--- config.mk ---
export PLATFORM = sky130hd
export DESIGN_NAME = voltage_bcd_converter_flat
export DESIGN_NICKNAME = d
export VERILOG_FILES = /design/src/rtl/voltage_bcd_converter_if.sv /design/src/rtl/voltage_bcd_converter.sv /design/src/flat_wrapper.sv
export SDC_FILE = /design/constraint.sdc
export NUM_CORES = 1
export LEC_CHECK = 0
export BUFFER_PORTS_ARGS = -buffer_cell sky130_fd_sc_hd__buf_2
export CORE_MARGIN = 1.5
export CORE_UTILIZATION = 60
export CTS_CLUSTER_DIAMETER = 80
export DETAILED_ROUTE_END_ITERATION = 8
export PLACE_DENSITY = 0.74
export SLEW_MARGIN = 20
export SYNTH_ARGS = -nofsm -noshare
export SYNTH_HDL_FRONTEND = slang
export SYNTH_SLANG_ARGS = --single-unit
--- constraint.sdc ---
create_clock -name clk -period 8.95 [get_ports clk]
set_input_delay 1.3425 -clock clk [delete_from_list [all_inputs] [get_ports clk]]
set_output_delay 1.3425 -clock clk [all_outputs]
set_load 0.02 [all_outputs]
--- src/rtl/voltage_bcd_converter_if.sv ---
// ADC-to-display bus: sample/update inputs, BCD digits and status out.
// master drives samples and update requests; slave is the converter.
interface voltage_bcd_converter_if #(
  parameter int ADC_W  = 12,
  parameter int DIGITS = 3
);
  logic [ADC_W-1:0]    adc_data;
  logic                sample_valid;
  logic                update;
  logic [4*DIGITS-1:0] digits_out;
  logic                digits_valid;
  logic                busy;
  logic                overrange;

  modport master (
    output adc_data,
    output sample_valid,
    output update,
    input  digits_out,
    input  digits_valid,
    input  busy,
    input  overrange
  );

  modport slave (
    input  adc_data,
    input  sample_valid,
    input  update,
    output digits_out,
    output digits_valid,
    output busy,
    output overrange
  );
endinterface

--- src/rtl/voltage_bcd_converter.sv ---
// Averages ADC codes, scales to mV by shift-add, converts to BCD digits.
// Ports: clk, rst_n (async low), bus (slave): samples in, digits/status out.
module voltage_bcd_converter #(
  parameter int ADC_W         = 12,
  parameter int FULL_SCALE_MV = 5000,
  parameter int CLAMP_CODE    = 2000,
  parameter int AVG_LOG2      = 2,
  parameter int DIGITS        = 3
) (
  input logic                    clk,
  input logic                    rst_n,
  voltage_bcd_converter_if.slave bus
);

  localparam int ACC_W  = ADC_W + AVG_LOG2;
  localparam int CNT_W  = AVG_LOG2 + 1;
  localparam int MV_W   = $clog2(FULL_SCALE_MV + 1);
  localparam int PROD_W = ADC_W + MV_W;
  localparam logic [CNT_W-1:0] LAST =
    CNT_W'((1 << AVG_LOG2) - 1);

  typedef enum logic [2:0] {
    S_IDLE,
    S_LOAD,
    S_MULT,
    S_BCD,
    S_DONE
  } state_t;

  logic [ACC_W-1:0]    acc;
  logic [ACC_W-1:0]    sum;
  logic [CNT_W-1:0]    cnt;
  logic [ADC_W-1:0]    avg;

  state_t              state;
  state_t              state_nxt;
  logic [5:0]          step;
  logic                clamp;
  logic                mult_last;
  logic                bcd_last;

  logic [ADC_W-1:0]    mplier;
  logic [PROD_W-1:0]   mcand;
  logic [PROD_W-1:0]   prod;
  logic [PROD_W-1:0]   prod_nxt;
  logic [15:0]         mv_mult;
  logic [31:0]         dd;
  logic [31:0]         dd_adj;
  logic [31:0]         dd_nxt;
  logic                ovr_pend;
  logic [4*DIGITS-1:0] digits_q;
  logic                ovr_q;

  // Averager runs regardless of converter state.
  assign sum = acc + ACC_W'(bus.adc_data);

  always_ff @(posedge clk or negedge rst_n) begin
    if (!rst_n) begin
      acc <= '0;
      cnt <= '0;
      avg <= '0;
    end else if (bus.sample_valid) begin
      if (cnt == LAST) begin
        acc <= '0;
        cnt <= '0;
        avg <= ADC_W'(sum >> AVG_LOG2);
      end else begin
        acc <= sum;
        cnt <= cnt + CNT_W'(1);
      end
    end
  end

  assign clamp     = 32'(avg) > 32'(CLAMP_CODE);
  assign mult_last = step == 6'(ADC_W - 1);
  assign bcd_last  = step == 6'd15;

  always_comb begin
    state_nxt = state;
    unique case (state)
      S_IDLE: if (bus.update) state_nxt = S_LOAD;
      S_LOAD: state_nxt = clamp ? S_BCD : S_MULT;
      S_MULT: if (mult_last) state_nxt = S_BCD;
      S_BCD:  if (bcd_last) state_nxt = S_DONE;
      S_DONE: state_nxt = S_IDLE;
      default: state_nxt = S_IDLE;
    endcase
  end

  // Final partial product is folded in so mv is ready on the last edge.
  assign prod_nxt = mplier[0] ? prod + mcand : prod;
  assign mv_mult  = 16'(prod_nxt >> (ADC_W - 1));

  // Double-dabble: +3 on nibbles >= 5, then shift left.
  always_comb begin
    dd_adj = dd;
    for (int i = 0; i < 4; i++) begin
      if (dd[16+4*i +: 4] > 4'd4)
        dd_adj[16+4*i +: 4] = dd[16+4*i +: 4] + 4'd3;
    end
  end

  assign dd_nxt = dd_adj << 1;

  always_ff @(posedge clk or negedge rst_n) begin
    if (!rst_n) begin
      state    <= S_IDLE;
      step     <= '0;
      mplier   <= '0;
      mcand    <= '0;
      prod     <= '0;
      dd       <= '0;
      ovr_pend <= 1'b0;
      digits_q <= '0;
      ovr_q    <= 1'b0;
    end else begin
      state <= state_nxt;
      unique case (state)
        S_LOAD: begin
          step     <= '0;
          ovr_pend <= clamp;
          mplier   <= avg;
          mcand    <= PROD_W'(FULL_SCALE_MV);
          prod     <= '0;
          dd       <= {16'd0, 16'(FULL_SCALE_MV)};
        end
        S_MULT: begin
          prod   <= prod_nxt;
          mplier <= mplier >> 1;
          mcand  <= mcand << 1;
          step   <= mult_last ? '0 : step + 6'd1;
          if (mult_last) dd <= {16'd0, mv_mult};
        end
        S_BCD: begin
          dd   <= dd_nxt;
          step <= step + 6'd1;
          if (bcd_last) begin
            digits_q <= dd_nxt[31 -: 4*DIGITS];
            ovr_q    <= ovr_pend;
          end
        end
        default: ;
      endcase
    end
  end

  assign bus.digits_out   = digits_q;
  assign bus.overrange    = ovr_q;
  assign bus.digits_valid = state == S_DONE;
  assign bus.busy         = state != S_IDLE;

endmodule

--- src/flat_wrapper.sv ---
// flat-port wrapper written by rule: the top's interface ports become plain ports
module voltage_bcd_converter_flat 
#(
  parameter int ADC_W         = 12,
  parameter int FULL_SCALE_MV = 5000,
  parameter int CLAMP_CODE    = 2000,
  parameter int AVG_LOG2      = 2,
  parameter int DIGITS        = 3
)
  (clk, rst_n, bus_adc_data, bus_sample_valid, bus_update, bus_digits_out, bus_digits_valid, bus_busy, bus_overrange);
  voltage_bcd_converter_if #(.ADC_W(ADC_W), .DIGITS(DIGITS)) bus_i ();
  input logic clk;
  input logic rst_n;
  input wire logic [$bits(bus_i.adc_data)-1:0] bus_adc_data;
  input wire logic [$bits(bus_i.sample_valid)-1:0] bus_sample_valid;
  input wire logic [$bits(bus_i.update)-1:0] bus_update;
  output wire logic [$bits(bus_i.digits_out)-1:0] bus_digits_out;
  output wire logic [$bits(bus_i.digits_valid)-1:0] bus_digits_valid;
  output wire logic [$bits(bus_i.busy)-1:0] bus_busy;
  output wire logic [$bits(bus_i.overrange)-1:0] bus_overrange;
  assign bus_i.adc_data = bus_adc_data;
  assign bus_i.sample_valid = bus_sample_valid;
  assign bus_i.update = bus_update;
  assign bus_digits_out = bus_i.digits_out;
  assign bus_digits_valid = bus_i.digits_valid;
  assign bus_busy = bus_i.busy;
  assign bus_overrange = bus_i.overrange;
  voltage_bcd_converter #(.ADC_W(ADC_W), .FULL_SCALE_MV(FULL_SCALE_MV), .CLAMP_CODE(CLAMP_CODE), .AVG_LOG2(AVG_LOG2), .DIGITS(DIGITS)) u_core (.clk(clk), .rst_n(rst_n), .bus(bus_i));
endmodule
### Yosys cells after proc, flatten, opt, wreduce, memory -nomap -nowiden

Cells that the tools add are included.

* output and inout bits: 15
* bits of input ports: 16
* register bits: 146
* word-level logic and storage cells: 65

* eq/ne operators: 11
* reduce and logical (&&, ||, !) cells: 9
* multiplexer cells: 19
* add/subtract/negate cells: 8
* magnitude comparators: 5

Operators with widths (count)
* case mux 25 bit (2 select lines): 2
* case mux 32 bit (3 select lines): 1
* 2-to-1 mux 32 bit: 1
* adder 25 bit: 1
* 2-to-1 mux 25 bit: 1
* case mux 12 bit (2 select lines): 1
* case mux 6 bit (3 select lines): 1
* greater-than comparator 4 x 3 -> 1 bit (second input constant): 4
* 2-to-1 mux 3 bit: 5
* adder 14 x 12 -> 14 bit: 1
* 2-to-1 mux 14 bit: 1
* adder 4 x 2 -> 4 bit (second input constant): 3
* equality test 6 x 4 -> 1 bit (second input constant): 2
* greater-than comparator 12 x 11 -> 1 bit (second input constant): 1
* 2-to-1 mux 4 bit: 3
* case mux 3 bit (4 select lines): 1
* equality test 3 x 2 -> 1 bit (second input constant): 3
* AND reduction 2 bit: 4
* adder 6 x 1 -> 6 bit (second input constant): 1
* 2-to-1 mux 6 bit: 1
* inequality test 2 x 1 -> 1 bit (second input constant): 3
* nonzero test 3 bit: 2
* adder 3 x 1 -> 3 bit (second input constant): 1
* adder 3 x 2 -> 3 bit (second input constant): 1
* other kinds (7): 7

### Logic depth before layout (Yosys ltp)

* depth after elaboration: 4
* depth in mapped cells: 11
* gate-level depth less buffers: 11

### Worst setup path after synthesis

Ideal clock, no wire load.

* kind: input to register
* from: input bus_adc_data[0]
* to: register u_core.acc[12]
* arrival: 3407 ps
* path buffers: 0
* cell stages on the path: 11
* required time: 8884 ps
* setup time: 66 ps
* slack: 5477 ps
* cell sequence: ha_1 inv_1 fa_1 nor2b_1 o31a_1 o211ai_1 a21oi_1 a2111oi_0 a21oi_1 o21ai_0 a22o_1

* cells in the longest elaborated chain, start to end: 2

RTL lines
* start, declared: RTL line flat_wrapper.sv:14 `input wire logic [$bits(bus_i.adc_data)-1:0] bus_adc_data;`
* adder 14 x 12 -> 14 bit: RTL line voltage_bcd_converter.sv:55 `assign sum = acc + ACC_W'(bus.adc_data);`
* 2-to-1 mux 14 bit: RTL line voltage_bcd_converter.sv:63 `if (cnt == LAST) begin`
* end signal, assigned: RTL line voltage_bcd_converter.sv:68 `acc <= sum;`
* end, declared: RTL line voltage_bcd_converter.sv:30 `logic [ACC_W-1:0] acc;`

Every way passes these cells.
A chain may end at the register's enable or synchronous reset.

### Worst setup path after layout

Ends and elaborated chain as after synthesis.

==> impl_metrics.tcl <==
set metrics [dict create \
    outcome "finished clean" \
    rrSetupSlack_ps 5880 \
    synthAdderAreaFrac_pct 7.077 \
    netlist_area_sq_um 7461 \
    initial_utilization_pct 61.86 \
    buffer_ports.inserted 30 \
    cp_max_fo 3 \
    timing.hold.worst_endpoint "u_core.bus.digits_out[0]" \
    clkTransAtPathRegs_ps 60 \
    share_of_the_yosys_chip_area_belonging_to_registers_pct 46.96 \
    worstPathRequired_ps 9310 \
    timing_hold_violations_final 0 \
    reg2reg_depth 9 \
    synth-warning-count 0 \
    detailed_place_hpwl_um 10980 \
    timing.rr.end "u_core.prod[24]" \
    preCtsSetupSlack_ps 5018 \
    clkLatencyLatePin_ps 430 \
    synthSimpleGateAreaFrac_pct 12.34 \
    fill_cells 969 \
    setup_violations_final 0 \
    via_count 6064 \
    number_of_antenna_violations_at_the_first_check_in_global_routing 0 \
    post_cts_hold_buffer_count 0 \
    multiInputGateArea_sq_um 3651 \
    global_route.usage.total_pct 26.94 \
    fin_nets 870 \
    criticalPathCategory "primary input to register" \
    mappedNetlistNets 849 \
    synth_top_family_by_area "compound AO/OA/AOI/OAI gates" \
    core_area_sq_um 12060 \
    postSynthRegisterBits 140 \
    worst_hold_path_type "register to register" \
    dp_cells 962 \
    period_minus_slack_ps 3567 \
    grt_pass1_vias 5814 \
    detail_route.vias_per_cell 6.113 \
    min_period_over_period_pct 39.85 \
    synth_cell_type_count 60 \
    hold_startpoint "u_core.bus.digits_out[0]" \
    worst_r2r_startpoint "u_core.prod[15]" \
    worstSetupStartpointType "primary input" \
    tritoncts "done" \
    cts_buffers 17 \
    tightest_slew_ps 1063 \
    die_height_um 114.5 \
    drc 0 \
    fraction_of_synthesized_cell_area_in_xor_and_xnor_cells_pct 3.824 \
    grt_start_max_net_pins 85 \
    cap_violations 0 \
    place.gp.congestion 0.8841 \
    finClkSkew_ps 7.386 \
    postSynthCellCount 792 \
    fmaxAchievable_mhz 280.4 \
    synth-compound-area-share_pct 25.04 \
    drt_first_iter_violations 412 \
    clock_sinks 140 \
    cellLeakagePower_nw 4.021 \
    timing.max_slew.rel_slack_pct 28.94 \
    synth_enable_flop_cells 0 \
    cts.path.max_buffers 2 \
    worstSetupStartpoint "bus_adc_data[0]" \
    pwr_density_cell_nw_per_um2 387.7 \
    synth_async_sr_flop_share_pct 100.0 \
    num_rows 40 \
    post_cts_resized 0 \
    fraction_of_final_layout_cells_sized_beyond_drive_strength_1_pct 9.951 \
    die_area_sq_um 13110 \
    ir_worst_vdd_mv 0.1828 \
    cts_setup_buffers 0 \
    yosys-mux-area-fraction_pct 0.5870 \
    die-width_um 114.5 \
    pin_count 31 \
    cts-root-buf "clkbuf_16" \
    final.setup.tns_ps 0 \
    layout_stage_area_growth_over_the_synthesis_result_pct 11.49 \
    post_layout_nonfiller_instances 992 \
    grt_pass1_wl_um 27580 \
    ctsHtreeMaxLevel 4 \
    detail_route.wirelength_um 16590 \
    mean_cell_area_of_the_mapped_netlist_sq_um 9.420 \
    holdPathStages 2 \
    seqCellArea_sq_um 3503 \
    detailedRoute.firstPassIterationCount 5 \
    critical_path.endpoint_type "register" \
    diodes 0 \
    overflow 0 \
    grt_setup_unrepaired "no" \
    synth-main-ff-cell "dfrtp_1" \
    critPathArrivalTime_ps 3930 \
    route.antenna.remaining_nets 0 \
    setup_slack_ps 5383 \
    detail_route.wl_per_cell_um 16.72 \
    final_max_slew_viol_count 0 \
]
## cell usage in the layout, fill, tap and decap left out, types with 20 or more instances in the layout
| master | netlist | routed |
|---|---|---|
| dfrtp_1 | 140 | 140 |
| nand2_1 | 95 | 95 |
| a21oi_1 | 74 | 74 |
| o21ai_0 | 73 | 73 |
| inv_1 | 46 | 46 |
| ha_1 | 39 | 39 |
| nor2_1 | 34 | 32 |
| buf_2 | 0 | 29 |
| o22ai_1 | 28 | 28 |
| nand3_1 | 26 | 26 |
| a22o_1 | 20 | 20 |
## cells in the mapped netlist (all sizes together), types with 6 or more instances
master    n  share of area (%)
nand2    95                4.8
nand3    26                1.7
o31ai     7               0.70
o21ai    76                5.1
xor2     14                1.6
a21oi    74                5.0
nor2b     7               0.59
o22a      7               0.82
nor3     15                1.0
nor2     34                1.7
xnor2    16                1.9
nor3b     6               0.60
a22o     20                2.3
ha       39                6.5
a22oi    12                1.2
clkbuf   33                1.7
inv      46                2.3
o22ai    28                2.3
dfrtp   140                 47
a21o     18                1.8
## area by class of cell
class / count / area share [%]
multi-input cells: 571 / 43.89
flip-flops and latches: 140 / 42.12
clock buffers: 24 / 6.152
well taps: 168 / 2.527
repair buffers: 37 / 2.512
inverters: 46 / 2.076
clock inverters: 6 / 0.7220
## where the power goes
part,total (W),internal (W),switching [W]
combinational,0.00145,0.000580,0.000870
sequential,0.00110,0.000887,0.000208
clock,0.000679,0.000422,0.000258
total,0.00323,0.00189,0.00134
## cell families (layout without fill, tap and decap cells)
family / Yosys count / in the layout
DFF: 140 / 140
and+or+nand+nor: 205 / 205
xor gates and xnor gates: 31 / 31
buffers and inverters: 81 / 113
adders and majority gates: 41 / 41
muxes: 4 / 4
AOI/OAI and AO/OA: 290 / 290
## worst max-delay path by stage
| stage | slack [ps] | end |
|---|---|---|
| 5_1_grt | 5190 | u_core.acc[12] |
| 6_report | 5380 | u_core.acc[12] |
| 3_3_place_gp | 5130 | u_core.avg[10] |
| 3_5_place_dp | 5020 | u_core.avg[10] |
| 4_1_cts | 5410 | u_core.acc[12] |
| 2_1_floorplan | 5480 | u_core.acc[12] |
## metal layers
| metal | vias to the layer above | global-route usage [%] | routed length [um] |
|---|---|---|---|
| met1 | 2982 | 35.38 | 7557 |
| met4 | 0 | 9.583 | 240 |
| met3 | 22 | 6.935 | 677 |
| met5 | - | 0 | 0 |
| li1 | 2906 | - | - |
| met2 | 154 | 43.47 | 8111 |
## stage by stage
step | utilization [%] | power, W | hold slack [ps] | instance area (sq um)
after floorplan | - | 0.002181 | 439.1 | 7461
after global placement | 64.22 | 0.002455 | 452.3 | 7746
after detailed placement | 64.22 | 0.002528 | 461.5 | 7746
after CTS | 68.96 | 0.003227 | 477.5 | 8318
after global routing | 68.96 | 0.003468 | 499.7 | 8318
final | 68.96 | 0.003225 | 471.8 | 8318
## flip-flops by register name, summed over array words and instances, names as in the netlist
signal and cells:
u_core.acc 14, u_core.avg 12, u_core.bus.digits_out 12, u_core.bus.overrange 1, u_core.cnt 3, u_core.dd 32
u_core.mcand 22, u_core.mplier 12, u_core.ovr_pend 1, u_core.prod 22, u_core.state 3, u_core.step 6
## critical path, stage by stage
cell,delay (ps)
buf_2,100
ha_1,200
inv_1,70
fa_1,200
nor2b_1,70
o31a_1,270
o211ai_1,250
a21oi_1,110
a2111oi_0,650
a21oi_1,260
o21ai_0,260
a22o_1,160
Note: power is estimated with default switching activity, not from simulation.
